### src/rtl/reg_cmd_ctrl.sv
// Command front-end for the register file: decodes UART byte frames into
// register-file read/write strobes and forwards read data to UART TX.
module reg_cmd_ctrl #(
  parameter int               Add_Bus = 4,
  parameter int               Width   = 8,
  parameter logic [Width-1:0] WR_CMD  = 8'hAA,
  parameter logic [Width-1:0] RD_CMD  = 8'hBB
) (
  input  logic               CLK,
  input  logic               RST,
  input  logic [Width-1:0]   RX_P_Data,
  input  logic               RX_D_Vld,
  input  logic [Width-1:0]   RdData,
  input  logic               RdData_Valid,
  input  logic               TX_Busy,
  output logic [Add_Bus-1:0] Address,
  output logic [Width-1:0]   WrData,
  output logic               WrEn,
  output logic               RdEn,
  output logic [Width-1:0]   TX_P_Data,
  output logic               TX_D_Vld,
  output logic               Cmd_Err
);

  typedef enum logic [2:0] {
    IDLE, WR_ADDR, WR_DATA, RD_ADDR, RD_WAIT, TX_HOLD
  } state_t;

  // Counter reaches this value in the last cycle read data may still arrive.
  localparam logic [2:0] TMO_LAST = 3'd4;

  state_t             state, state_nxt;
  logic [2:0]         tmo_cnt, tmo_cnt_nxt;
  logic [Add_Bus-1:0] addr_nxt;
  logic [Width-1:0]   wrdata_nxt, txdata_nxt;
  logic               wren_nxt, rden_nxt, txvld_nxt, err_nxt;
  logic               is_wr_cmd, is_rd_cmd;

  assign is_wr_cmd = (RX_P_Data == WR_CMD);
  assign is_rd_cmd = (RX_P_Data == RD_CMD);

  always_ff @(posedge CLK or negedge RST) begin
    if (!RST) begin
      state     <= IDLE;
      tmo_cnt   <= '0;
      Address   <= '0;
      WrData    <= '0;
      TX_P_Data <= '0;
      WrEn      <= 1'b0;
      RdEn      <= 1'b0;
      TX_D_Vld  <= 1'b0;
      Cmd_Err   <= 1'b0;
    end else begin
      state     <= state_nxt;
      tmo_cnt   <= tmo_cnt_nxt;
      Address   <= addr_nxt;
      WrData    <= wrdata_nxt;
      TX_P_Data <= txdata_nxt;
      WrEn      <= wren_nxt;
      RdEn      <= rden_nxt;
      TX_D_Vld  <= txvld_nxt;
      Cmd_Err   <= err_nxt;
    end
  end

  always_comb begin
    state_nxt = state;
    case (state)
      IDLE: begin
        if (RX_D_Vld) begin
          if (is_wr_cmd)      state_nxt = WR_ADDR;
          else if (is_rd_cmd) state_nxt = RD_ADDR;
        end
      end
      WR_ADDR: if (RX_D_Vld) state_nxt = WR_DATA;
      WR_DATA: if (RX_D_Vld) state_nxt = IDLE;
      RD_ADDR: if (RX_D_Vld) state_nxt = RD_WAIT;
      RD_WAIT: begin
        if (RdData_Valid)             state_nxt = TX_Busy ? TX_HOLD : IDLE;
        else if (tmo_cnt == TMO_LAST) state_nxt = IDLE;
      end
      TX_HOLD: if (!TX_Busy) state_nxt = IDLE;
      default: state_nxt = IDLE;
    endcase
  end

  // Computes the next value of every registered output.
  always_comb begin
    addr_nxt    = Address;
    wrdata_nxt  = WrData;
    txdata_nxt  = TX_P_Data;
    tmo_cnt_nxt = tmo_cnt;
    wren_nxt    = 1'b0;
    rden_nxt    = 1'b0;
    txvld_nxt   = 1'b0;
    err_nxt     = 1'b0;
    case (state)
      IDLE: err_nxt = RX_D_Vld && !is_wr_cmd && !is_rd_cmd;
      WR_ADDR: if (RX_D_Vld) addr_nxt = RX_P_Data[Add_Bus-1:0];
      WR_DATA: begin
        if (RX_D_Vld) begin
          wrdata_nxt = RX_P_Data;
          wren_nxt   = 1'b1;
        end
      end
      RD_ADDR: begin
        if (RX_D_Vld) begin
          addr_nxt    = RX_P_Data[Add_Bus-1:0];
          rden_nxt    = 1'b1;
          tmo_cnt_nxt = '0;
        end
      end
      RD_WAIT: begin
        err_nxt = RX_D_Vld;
        if (RdData_Valid) begin
          txdata_nxt = RdData;
          txvld_nxt  = !TX_Busy;
        end else if (tmo_cnt == TMO_LAST) begin
          err_nxt = 1'b1;
        end else begin
          tmo_cnt_nxt = tmo_cnt + 3'd1;
        end
      end
      TX_HOLD: begin
        err_nxt   = RX_D_Vld;
        txvld_nxt = !TX_Busy;
      end
      default: ;
    endcase
  end

endmodule
### config.mk
export PLATFORM = sky130hd
export DESIGN_NAME = reg_cmd_ctrl
export DESIGN_NICKNAME = d
export VERILOG_FILES = /design/src/rtl/reg_cmd_ctrl.sv
export SDC_FILE = /design/constraint.sdc
export NUM_CORES = 1
export LEC_CHECK = 0
export CAP_MARGIN = 20
export CORE_ASPECT_RATIO = 0.9
export CORE_MARGIN = 10
export CORE_UTILIZATION = 50
export CTS_BUF_LIST = sky130_fd_sc_hd__clkbuf_4 sky130_fd_sc_hd__clkbuf_8
export CTS_CLUSTER_DIAMETER = 60
export DETAILED_ROUTE_END_ITERATION = 10
export PLACE_DENSITY_LB_ADDON = 0.12
export SYNTH_ARGS = -nofsm -noshare
export SYNTH_HDL_FRONTEND = slang
export SYNTH_SLANG_ARGS = --single-unit
### constraint.sdc
create_clock -name CLK -period 2.7 [get_ports CLK]
set_input_delay 0.54 -clock CLK [delete_from_list [all_inputs] [get_ports CLK]]
set_output_delay 0.54 -clock CLK [all_outputs]
set_load 0.01 [all_outputs]
==> results.cfg <==
[run_status]
outcome = finished, final reports clean

[route]
wirelength_mm = 3.04
viasPerCell = 5.33
drtAntennaViolNets = 0
drt_iter0_drc = 43
num_vias = 912
first_pass_iters = 4
routedWlPerCell_um = 17.8
drc_errors = 0

[power]
power.leakage_nw = 0.842
powerDensity_nw_per_um2 = 589
power_frac_comb_pct = 14.4
p_sw_mw = 0.232
power.share.sequential_pct = 44.1
vdd_drop_max_v = 0.000570
p_sw_share_pct = 20.5
p_int_mw = 0.898
pwr-share-clk_pct = 41.5

[synthesis]
seq_area_frac_synth_pct = 55.7
synthMuxAreaShare_pct = 19.4
synth_compound_area_share_pct = 6.40
synth.distinct_cells = 32
synth-simple-area-share_pct = 12.6
synth_top_family_by_area = multiplexers
synth_nets = 117
synthTopCellsByArea = dfrtp_1 56%, mux2_2 18%, o221ai_4 1.9%, and4bb_2 1.9%, ha_1 1.9%
ys_warn_count = 0
netlist_area_sq_um = 1350
synth_top_cell_area_share_pct = 55.7
synthXorXnorAreaFrac_pct = 1.30
avgSynthCellArea_sq_um = 14.3
syn_inst = 94
ys_ff_latch = 30
synth_adder_area_share_pct = 1.86
synth_largest_area_cell = dfrtp_1

[cts]
clkTransAtPathRegs_ps = 100
htreeDepth = 2
clockBufferDepth = 2
clock_latency_ps = 310
cts_made_buffers = 5
clock-root-buffer = clkbuf_4
cts-resized-gates = 0
cts_hold_buf = 0
post-cts-setup-buffer-count = 0
cts_tree = built
cts.sinks = 30

[sta]
slew_headroom_pct = 62.2
hold_viol = 0
layout_min_cycle_time_ps = 1900
drv_slew = 0
finalSetupViolations = 0
fin_crit_sh_pct = 70.2
fin_ws_ps = 804
worst_pin_slew_ps = 565
finClkSkew_ps = 4.33
rsz0062_at_grt = no
fin_setup_tns_ps = 0
fmax_ghz = 0.527

[min_path]
min_to = Address[1]$_DFFE_PN0P_
hp-start = Address[1]$_DFFE_PN0P_
worstHoldPathCells = 1
hold_class = reg2reg

[placement]
place_ws_ps = 475
port_buffers = 44
placed_area_sq_um = 1810
post-dp-hpwl_mm = 2.33
gp_congestion = 0.729
dpl.cell_count = 163

[die]
rows = 17
die_area_sq_um = 5180
initial_utilization_pct = 53.7
core-area_sq_um = 2510
die_h_um = 69.3
die_x_um = 74.7
pin_count = 45

[finish]
fin_util_pct = 76.4
nNetsFinal = 165
final_area_sq_um = 1920
drive_above_1_share_pct = 27.3
area_growth_pct = 42.1
fin_cells = 171
fillers = 171
antenna-diode-count = 0

[worst_setup_path]
slowest_stage = or4b_4
startpoint_type = primary input
path_max_fanout = 5
setup.worst_path.class = in2reg
crit_path_end_kind = flip-flop
critPathMaxStageDelay_ps = 560
reg2reg_depth = 4
crit_chain = clkdlybuf4s50_1 > or4b_4 > nor2_8 > mux2_2 > mux2i_1
cp-startpoint = RdData_Valid
cp.required_ps = 2950
crit_arrival_ps = 2140
r2r-start = state[2]$_DFFE_PN0P_
r2r_slack_ps = 830
rr_endpoint = tmo_cnt[2]$_DFFE_PN0P_

[grt]
grt_pass1_vias = 1017
grt_pass1_wl_mm = 5.06
grt_max_degree = 31
grtUsageTotal_pct = 12.7
grt_remaining_overflow = 0
antenna_found_initial = 0
grtUsageMet2_pct = 19.3
grt.busiest_layer = met2
use_met3_pct = 7.28
grtUsageMet1_pct = 14.3

[flow_run]
cap_violations = 0
-- worst max path at each step --
| stage | end | slack, ps | cells past startpoint |
|---|---|---|---|
| 6_report | tmo_cnt[2]$_DFFE_PN0P_ | 800 | 5 |
| 3_3_place_gp | tmo_cnt[2]$_DFFE_PN0P_ | 510 | 5 |
| 3_5_place_dp | tmo_cnt[2]$_DFFE_PN0P_ | 480 | 5 |
| 5_1_grt | tmo_cnt[2]$_DFFE_PN0P_ | 720 | 4 |
| 4_1_cts | tmo_cnt[2]$_DFFE_PN0P_ | 810 | 5 |
| 2_1_floorplan | tmo_cnt[2]$_DFFE_PN0P_ | 990 | 4 |
-- through the flow --
| step | hold WS [ps] | power, mW |
|---|---|---|
| 2_1_floorplan | 244 | 0.555 |
| 3_3_place_gp | 482 | 0.667 |
| 3_5_place_dp | 494 | 0.672 |
| 4_1_cts | 512 | 1.15 |
| 5_1_grt | 529 | 1.19 |
| 6_report | 513 | 1.13 |
-- registers in the layout (all words and copies together) (netlist names) --
register	cells
TX_P_Data	8
WrData	8
Address	4
state	3
tmo_cnt	3
Cmd_Err	1
RdEn	1
TX_D_Vld	1
WrEn	1
-- cell families (layout without fill, tap and decap cells) --
logic type / count (synthesis) / count (layout)
XOR/XNOR: 2 / 2
AO/OA/AOI/OAI: 10 / 10
AND/OR/NAND/NOR: 20 / 20
flip-flops: 30 / 30
buffers and inverters: 7 / 56
multiplexers: 23 / 23
adder cells (fa/ha/maj): 2 / 2
-- final cells by class --
cell class                      instances  area, sq um  share of cell area, %
Clock inverter                          2         60.1                   3.13
Inverter                                3         11.3                  0.587
Timing Repair Buffer                   45          448                   23.4
Tap cell                               28         35.0                   1.83
Multi-Input combinational cell         57          561                   29.2
Clock buffer                            6         51.3                   2.68
Sequential cell                        30          751                   39.2
-- layout by cell type, fill, tap and decap left out, types with 2 or more instances in the layout --
cell type and instances:
clkdlybuf4s50_1 44, dfrtp_1 30, mux2_2 21, nor2_1 5, clkbuf_4 5, inv_1 3, o21ai_0 3, nand2_1 2
and4bb_2 2, ha_1 2, bufinv_16 2
-- power by group through the flow --
stage	logic (mW)	registers [mW]	clock network, mW
final	0.163	0.498	0.469
after global routing	0.177	0.502	0.506
after CTS	0.167	0.499	0.482
after detailed placement	0.165	0.506	0
after global placement	0.162	0.505	0
after floorplan	0.0364	0.518	0
-- Yosys cell counts (all sizes together) --
library cell   n
nor4           1
a21o           1
a21oi          1
o21ai          3
and4b          1
inv            3
nand2          2
o211ai         1
and4bb         2
mux2          22
and2           1
a22o           1
xnor2          1
a41oi          1
dfrtp         30
mux2i          1
o221ai         1
or4b           1
nor2b          1
ha             2
xor2           1
a31oi          1
nand4          1
nand3b         1
nand4b         1
nor4b          2
buf            4
nor2           6
-- critical path: cells and delay by family --
family / cells / cell delay (ps)
buffers and inverters: 1 / 440
multiplexers: 2 / 460
AND/OR/NAND/NOR: 2 / 700
-- layer usage --
metal | up-vias | wire [um]
met5 | - | 0
met4 | 0 | 25
met3 | 2 | 322
met2 | 29 | 1470
met1 | 446 | 1230
li1 | 435 | -
(Power assumes the default switching activity.)
